`config.mk`:
```
export PLATFORM = sky130hd
export DESIGN_NAME = md_ctrl
export DESIGN_NICKNAME = d
export VERILOG_FILES = /design/src/rtl/md_ctrl.sv
export SDC_FILE = /design/constraint.sdc
export NUM_CORES = 1
export LEC_CHECK = 0
export ABC_AREA = 1
export BUFFER_PORTS_ARGS = -buffer_cell sky130_fd_sc_hd__clkbuf_2
export CORE_AREA = 2 2 165 167
export CTS_CLUSTER_DIAMETER = 150
export DETAILED_ROUTE_END_ITERATION = 8
export DIE_AREA = 0 0 167 169
export PLACE_DENSITY = 0.69
export SETUP_SLACK_MARGIN = 0.15
export SYNTH_ARGS = -nofsm -noshare
export SYNTH_HDL_FRONTEND = slang
export SYNTH_SLANG_ARGS = --single-unit
```
`constraint.sdc`:
```
create_clock -name i_clk -period 4.9 [get_ports i_clk]
set_input_delay 0.735 -clock i_clk [delete_from_list [all_inputs] [get_ports i_clk]]
set_output_delay 0.735 -clock i_clk [all_outputs]
set_load 0.01 [all_outputs]
```
`src/rtl/md_ctrl.sv`:
```
// rtl/md_ctrl.sv - HI/LO multiply/divide sequencing controller
// Owns HI/LO, launches the divide core or pipelined multiplier, drains the core after reset.
module md_ctrl #(
  parameter int MUL_LAT = 3
) (
  input  logic        i_clk,
  input  logic        i_rst,
  input  logic        i_req_valid,
  input  logic [2:0]  i_req_op,
  input  logic [31:0] i_req_a,
  input  logic [31:0] i_req_b,
  output logic        o_req_ready,
  input  logic        i_flush,
  output logic [31:0] o_rd_data,
  output logic [31:0] o_hi,
  output logic [31:0] o_lo,
  output logic        o_div_start,
  output logic        o_div_sign,
  output logic [31:0] o_div_a,
  output logic [31:0] o_div_b,
  input  logic        i_div_busy,
  input  logic [63:0] i_div_result,
  output logic        o_mul_sign,
  output logic [31:0] o_mul_a,
  output logic [31:0] o_mul_b,
  input  logic [63:0] i_mul_result,
  output logic        o_busy
);

  typedef enum logic [2:0] {
    S_DRAIN,
    S_IDLE,
    S_DIV_LAUNCH,
    S_DIV_RUN,
    S_DIV_CAPT,
    S_MUL_RUN
  } state_t;

  localparam logic [3:0] CNT_INIT = 4'(MUL_LAT - 1);

  state_t      r_state;
  logic [31:0] r_hi;
  logic [31:0] r_lo;
  logic [31:0] r_op_a;
  logic [31:0] r_op_b;
  logic        r_sign;
  logic        r_div_start;
  logic        r_kill;
  logic [3:0]  r_cnt;

  logic w_accept;
  logic w_kill;

  assign w_accept = i_req_valid & ~i_flush & (r_state == S_IDLE);
  // A flush in the completion cycle itself still discards the result.
  assign w_kill   = r_kill | i_flush;

  always_ff @(posedge i_clk or posedge i_rst) begin
    if (i_rst) begin
      r_state     <= S_DRAIN;
      r_hi        <= '0;
      r_lo        <= '0;
      r_op_a      <= '0;
      r_op_b      <= '0;
      r_sign      <= 1'b0;
      r_div_start <= 1'b0;
      r_kill      <= 1'b0;
      r_cnt       <= '0;
    end else begin
      r_div_start <= 1'b0;
      case (r_state)
        S_DRAIN: begin
          if (!i_div_busy) r_state <= S_IDLE;
        end
        S_IDLE: begin
          if (w_accept) begin
            case (i_req_op)
              3'd0, 3'd1: begin
                r_op_a  <= i_req_a;
                r_op_b  <= i_req_b;
                r_sign  <= ~i_req_op[0];
                r_cnt   <= CNT_INIT;
                r_state <= S_MUL_RUN;
              end
              3'd2, 3'd3: begin
                r_op_a      <= i_req_a;
                r_op_b      <= i_req_b;
                r_sign      <= ~i_req_op[0];
                r_div_start <= 1'b1;
                r_state     <= S_DIV_LAUNCH;
              end
              3'd4:    r_hi <= i_req_a;
              3'd5:    r_lo <= i_req_a;
              default: ;
            endcase
          end
        end
        S_DIV_LAUNCH: begin
          // Core raises Busy one cycle after start, so Busy is not trusted here.
          if (i_flush) r_kill <= 1'b1;
          r_state <= S_DIV_RUN;
        end
        S_DIV_RUN: begin
          if (i_flush) r_kill <= 1'b1;
          if (!i_div_busy) r_state <= S_DIV_CAPT;
        end
        S_DIV_CAPT: begin
          if (!w_kill) {r_hi, r_lo} <= i_div_result;
          r_kill  <= 1'b0;
          r_state <= S_IDLE;
        end
        S_MUL_RUN: begin
          if (r_cnt == 4'd0) begin
            if (!w_kill) {r_hi, r_lo} <= i_mul_result;
            r_kill  <= 1'b0;
            r_state <= S_IDLE;
          end else begin
            if (i_flush) r_kill <= 1'b1;
            r_cnt <= r_cnt - 4'd1;
          end
        end
        default: r_state <= S_DRAIN;
      endcase
    end
  end

  assign o_req_ready = w_accept;
  assign o_rd_data   = (i_req_op == 3'd6) ? r_hi : r_lo;
  assign o_hi        = r_hi;
  assign o_lo        = r_lo;
  assign o_div_start = r_div_start;
  assign o_div_sign  = r_sign;
  assign o_div_a     = r_op_a;
  assign o_div_b     = r_op_b;
  assign o_mul_sign  = r_sign;
  assign o_mul_a     = r_op_a;
  assign o_mul_b     = r_op_b;
  assign o_busy      = (r_state != S_IDLE);

endmodule
```
### Word level (Yosys, flattened, before mapping)

Cells that the tools add are included.

| word-level totals | value |
|---|---|
| output and inout bits | 229 |
| bits of input ports | 200 |
| logic and storage cells | 82 |
| register bits after elaboration | 138 |

| operators by class | value |
|---|---|
| mux-type cells | 29 |
| bitwise operators | 5 |
| reduce and logical (&&, ||, !) cells | 15 |
| equality and inequality tests | 23 |
| $add $sub $neg | 1 |

Operator list:

| cell | count |
|---|---|
| 32-bit 2-to-1 mux | 11 |
| 32-bit case mux with 3 select lines | 2 |
| 3-bit case mux with 6 select lines | 1 |
| 3-bit == test, second input constant | 5 |
| 2-bit != test, second input constant | 7 |
| 3-bit by 2-bit == test with 1-bit output, second input constant | 4 |
| 3-bit 2-to-1 mux | 4 |
| 4-bit 2-to-1 mux | 3 |
| 6-bit AND reduction | 2 |
| 4-bit case mux with 2 select lines | 1 |
| 3-bit by 1-bit == test with 1-bit output, second input constant | 2 |
| 3-bit logical NOT | 2 |
| 2-bit by 1-bit != test with 1-bit output, second input constant | 3 |
| 3-bit by 1-bit != test with 1-bit output, second input constant | 2 |
| 3-bit case mux with 2 select lines | 1 |
| 3-bit nonzero test | 2 |
| 2-bit OR reduction | 3 |
| 1-bit 2-to-1 mux | 5 |
| 5-bit AND reduction | 1 |
| 4-bit logical NOT | 1 |
| 4-bit AND reduction | 1 |
| 4-bit OR reduction | 1 |
| 4-bit by 1-bit subtractor with 4-bit output, second input constant | 1 |
| 1-bit case mux with 3 select lines | 1 |
| 5 further kinds | 7 |

### Logic depth before layout (Yosys ltp)

Gate-level depths: netlist of run 1.

| logic depth | value |
|---|---|
| depth in word-level cells | 5 |
| depth in mapped cells | 10 |

### Least setup slack after synthesis of run 1

Ideal clock, no wire load.

| path | value |
|---|---|
| path kind | input to output |
| start | in i_req_op[0] |
| end | out o_rd_data[0] |
| slack | 2643 ps |
| cell stages on the path | 4 |
| arrival | 1522 ps |
| cell sequence | inv_1 -> nand3_1 -> clkbuf_1 -> o21ai_0 |

| between the ends | value |
|---|---|
| cells in the longest elaborated chain, start to end | 2 |

RTL lines:

| element | line | RTL |
|---|---|---|
| start: declaration | 9 | `input logic [2:0] i_req_op,` |
| 3-bit == test | 128 | `assign o_rd_data = (i_req_op == 3'd6) ? r_hi : r_lo;` |
| 32-bit 2-to-1 mux | 128 |  |
| end: declaration | 14 | `output logic [31:0] o_rd_data,` |

Every way passes these cells.

### Worst setup path after layout of run 1

| path | value |
|---|---|
| start | in i_req_op[2] |
| end | out o_rd_data[14] |

Same word-level chain as after synthesis.

==> metrics.txt, run 1 <==
clk slew on worst S/H paths=70 ps; fin crit period=3170 ps; setup violators final=0; initial antenna violation count=0; mean post-synth cell area=7.28 sq um; Clock Latency Late Sink=420 ps; Tcrit/Tclk final=64.7%; GRT overflow=0; Synth Net Count=1296; total CTS buffers=17; core area=0.0265 sq mm; layout cells sized above 1=33.8%; iteration-0 DRC count of the detailed router=602; status=finished, final reports clean; critical path's slowest cell=nand3_2; Hold Path Class=input pin to async pin; worst stage delay on the critical path=640 ps; CTS hold repair buffers=0; critical path data required time=4160 ps; post-route setup TNS=0 ps; CP endpoint kind=primary output; Max H-tree Level=4; max-slew violation count=0; antenna-violating nets left=0; Final Wtd Congestion=0.963; via count=8447; Crit Path Max Fanout=39; P&R area growth vs syn=30.1%; Worst-Margin Slew=1090 ps; Pwr per Cell Area=721 mW/mm^2; Leak=5.98 nW; Setup CP Type=input pin to primary output; worst vdd ir=0.000258 V; Buffers on Ports=428; Final Cell Area=0.0104 sq mm; Seq cells post-synth=138; initial core utilization=30.1%; Nets=1625; WL/cell=17.9 um; Detail Placement HPWL=23800 um; most frequent cells in the layout=nand2_1 (478), clkbuf_2 (428), dfrtp_1 (138); Chip Height=169 um; post-synthesis cell area=0.00797 sq mm; Power Total=0.00747 W; GRT Total Usage=21.7%; DR DRC count=0; clk_skew=9.78 ps; pin count of the biggest net entering global routing=67; # diodes=0; RSZ-0062 raised after global routing=no; max cap viols=0; fmax=316 MHz; Worst EP arrival=2430 ps; vias in the first global route=7889; clk buf depth=2; CTS tree=done; most common cell after layout, fill and taps aside=nand2_1; WL final=31800 um; crit path launch type=input pin; via/cell ratio=4.75; Final Hold Fails=0; Detailed Routing Iterations Pass 1=5; root buf cell=clkbuf_16; chip width=167 um; post-synthesis cell type count=25; DIE AREA=0.0282 sq mm; clk sinks=138; num rows=60; Post-Syn Instances=1094; Post-CTS Setup Inserts=0; CP cell instances=clkbuf_2 > nand3_2 > buf_4 > o21ai_0 > clkbuf_2; first-pass GRT wire length=46800 um; Most Frequent Cell on Critical Path=clkbuf_2; cts repair resizes=0; relative slew slack=26.8%; Synthesis Warnings=0; # IOs=429; Seq/Total Area, Yosys=43.3%; Post-DP Area=0.00981 sq mm
==> cell families after synthesis <==
family / after synthesis / share of synthesized area [%]
xor+xnor: 2 / 0.220
fa+ha+maj: 2 / 0.314
flops: 138 / 43.3
simple gates: 637 / 33.1
compound gates: 107 / 8.80
buf+inv: 208 / 14.2
==> metal layers <==
metal | part of all wire (%) | global-route usage [%] | vias up
li1 | - | - | 4016
met1 | 46 | 31.3 | 4022
met2 | 45 | 33.1 | 367
met3 | 6.4 | 4.07 | 42
met4 | 1.8 | 6.26 | 0
met5 | 0 | 0 | -
==> worst paths after layout <==
| check | start | endpoint | slack [ps] | cells after the start |
|---|---|---|---|---|
| worst max register to register | r_state[2] | o_lo[16] | 2040 | 7 |
| max in group asynchronous | i_rst | o_div_a[18] | 3440 | 3 |
| worst max-delay path | i_req_op[2] | o_rd_data[14] | 1730 | 5 |
| worst min-delay path | i_rst | o_div_b[23] | 280 | 2 |
| worst min register to register | o_div_a[25] | o_div_a[25] | 500 | 2 |
| min in group i_clk | o_div_a[25] | o_div_a[25] | 500 | 2 |
==> sequential cells by signal, indices dropped and copies added (netlist names) <==
| name | flops |
|---|---|
| o_lo | 32 |
| o_div_start | 1 |
| o_div_a | 32 |
| o_hi | 32 |
| r_state | 3 |
| o_div_b | 32 |
| r_kill | 1 |
| o_div_sign | 1 |
| r_cnt | 4 |
==> stage by stage <==
stage	util (%)	hold slack, ps	worst slack (ps)	std cells
2_1_floorplan	-	482	469	1094
3_3_place_gp	37.0	482	1770	1745
3_5_place_dp	37.0	487	1750	1745
4_1_cts	39.1	282	1750	1777
5_1_grt	39.1	290	1570	1777
6_report	39.1	284	1730	1777
==> worst max-delay path: cells and delay by family <==
family | cells | cell delay, ps
compound gates | 1 | 200
buf+inv | 3 | 810
simple gates | 1 | 640
==> synthesized netlist by cell type (all sizes together) <==
| library cell | n | share of area (%) |
|---|---|---|
| xor2 | 1 | 0.11 |
| a21oi | 2 | 0.13 |
| nand3 | 136 | 8.9 |
| o21bai | 65 | 6.1 |
| inv | 80 | 3.8 |
| a21boi | 1 | 0.094 |
| buf | 107 | 9.4 |
| nor4 | 1 | 0.079 |
| xnor2 | 1 | 0.11 |
| nand2 | 482 | 23 |
| nor2 | 17 | 1.2 |
| o21ai | 39 | 2.5 |
| clkbuf | 21 | 0.99 |
| dfrtp | 138 | 43 |
| or2 | 1 | 0.079 |
| ha | 2 | 0.31 |
==> layout make-up <==
class	instances	area, sq um
multi-input cells	748	3400
inverters	80	305
clock buffers	20	437
flip-flops and latches	138	3450
clock inverters	12	118
fillers	2828	16100
repair buffers	438	2220
well taps	341	427
==> power breakdown <==
group	switching [W]	internal [W]
combinational	0.00267	0.00136
sequential	0.000500	0.00169
clock	0.000538	0.000705
(Power assumes the default switching activity.)
==> inputs of run 2 (changes only) <==
--- a/config.mk
+++ b/config.mk
@@ -11,7 +11,7 @@
 export CTS_CLUSTER_DIAMETER = 150
 export DETAILED_ROUTE_END_ITERATION = 8
 export DIE_AREA = 0 0 167 169
-export PLACE_DENSITY = 0.69
+export PLACE_DENSITY = 0.71
 export SETUP_SLACK_MARGIN = 0.15
 export SYNTH_ARGS = -nofsm -noshare
 export SYNTH_HDL_FRONTEND = slang
==> constraint.sdc (replaced) <==
create_clock -name i_clk -period 2.6 [get_ports i_clk]
set_input_delay 0.39 -clock i_clk [delete_from_list [all_inputs] [get_ports i_clk]]
set_output_delay 0.39 -clock i_clk [all_outputs]
set_load 0.01 [all_outputs]
==> run 2 against run 1 <==
Against the previous run: utilization is 0.58 points higher; cell area is 1.5% higher; worst hold slack worse by 220 ps; clock-buffer cell count is 2 lower; largest power group unchanged; sequential power is 86% higher; clock skew is 2.5 ps higher; highest routed layer unchanged.
==> metrics.txt, run 2 (same netlist as run 1, synthesis figures left out) <==
status=finished, final reports clean; clk_skew=12.3 ps; Nets=1631; CP Buf/Inv Count=4; GRT overflow=0; num rows=60; post-route setup TNS=0 ps; critical path's slowest cell=dfrtp_1; Worst-Margin Slew=904 ps; WHS=62.3 ps; pin count of the biggest net entering global routing=68; core area=0.0265 sq mm; r2r endpoint=o_hi[21]; fin crit period=2310 ps; layout cells sized above 1=34.2%; Detail Placement HPWL=23400 um; RSZ-0062 raised after global routing=no; setup violators final=0; CP endpoint kind=primary output; Worst EP arrival=1920 ps; Clock Latency Late Sink=420 ps; Buffers on Ports=428; crit path launch type=flip-flop; DR DRC count=0; Hold Path Class=input pin to async pin; initial antenna violation count=0; max cap viols=0; Leak=6.07 nW; root buf cell=clkbuf_16; worst vdd ir=0.000721 V; fmax=433 MHz; # diodes=0; family with the most delay on the worst path=buffers and inverters; vias in the first global route=7712; clk slew on worst S/H paths=70 ps; most frequent cells in the layout=nand2_1 (478), clkbuf_2 (428), dfrtp_1 (138); Pwr per Cell Area=1360 mW/mm^2; Tcrit/Tclk final=88.7%; antenna-violating nets left=0; # IOs=429; Max H-tree Level=4; Levels on crit path=7; FF-to-FF path depth=7; R2R setup slack=550 ps; via count=8297; clk buf depth=2; worst stage delay on the critical path=440 ps; WL final=31300 um; via/cell ratio=4.66; Chip Height=169 um; GRT Total Usage=21.4%; CP cell instances=inv_2 > nand2_4 > nor2_4 > inv_2 > nor2_4 > buf_6 > clkbuf_2; DIE AREA=0.0282 sq mm; Final Wtd Congestion=0.992; CTS tree=done; most common cell after layout, fill and taps aside=nand2_1; Final Hold Fails=0; relative slew slack=39.6%; Setup CP Type=flip-flop to primary output; total CTS buffers=17; WL/cell=17.6 um; Reg2Reg Launch Point=r_state[2]; iteration-0 DRC count of the detailed router=769; max-slew violation count=0; Detailed Routing Iterations Pass 1=5; first-pass GRT wire length=46200 um; initial core utilization=30.1%; Crit Path Max Fanout=34; clk sinks=138; critical path data required time=2210 ps; P&R area growth vs syn=32.0%; chip width=167 um
==> run 2: worst max-delay path by stage <==
stage	start	end	slack, ps
after floorplan	i_rst	o_div_a[0]	490
after global placement	i_flush	o_hi[22]	540
after detailed placement	i_flush	o_hi[25]	480
after CTS	r_state[1]	o_req_ready	180
after global routing	r_state[1]	o_req_ready	180
final	r_state[1]	o_req_ready	290
==> run 2: timing repair <==
| action | CTS | global route |
|---|---|---|
| endpoints found under the setup margin | 0 | 1 |
| buffers inserted | 0 | 0 |
| gates resized for setup | 0 | 1 |
| hold buffers | 0 | 0 |
==> run 2: worst register-to-register path, stage by stage, from the launching register on <==
cell     delay [ps]
dfrtp_1         540
inv_1           160
nor2_4          130
buf_4           620
nand2_1         230
nand3_1         150
nand2_1          60
nand2_1         110
==> run 2: metrics by stage <==
stage                     worst slack, ps  util [%]  total power (W)  cells  area [sq um]
after floorplan                       489         -          0.00919   1094          7970
after CTS                             184      39.7           0.0144   1782         10500
after global placement                540      37.4           0.0117   1751          9910
after global routing                  178      39.7           0.0154   1782         10500
final                                 293      39.7           0.0143   1782         10500
after detailed placement              478      37.4           0.0118   1751          9910
==> run 2: per-layer routing <==
metal,routed length (um),share of wire (%),vias to the layer above,global-route usage [%]
li1,-,-,4018,-
met1,14500,46,3908,31.2
met2,14200,45,341,32.2
met3,2210,7.1,30,4.72
met4,449,1.4,0,5.36
met5,0,0,-,0
==> run 2: layout make-up <==
type	count	area, sq um
fillers	2808	16000
flip-flops and latches	138	3450
multi-input cells	748	3400
repair buffers	444	2330
clock buffers	18	429
well taps	341	427
inverters	80	304
clock inverters	13	169
==> run 2: report_power, final <==
part           switching, W  internal (W)
Sequential         0.000881       0.00319
Combinational       0.00503       0.00268
Clock               0.00103       0.00152
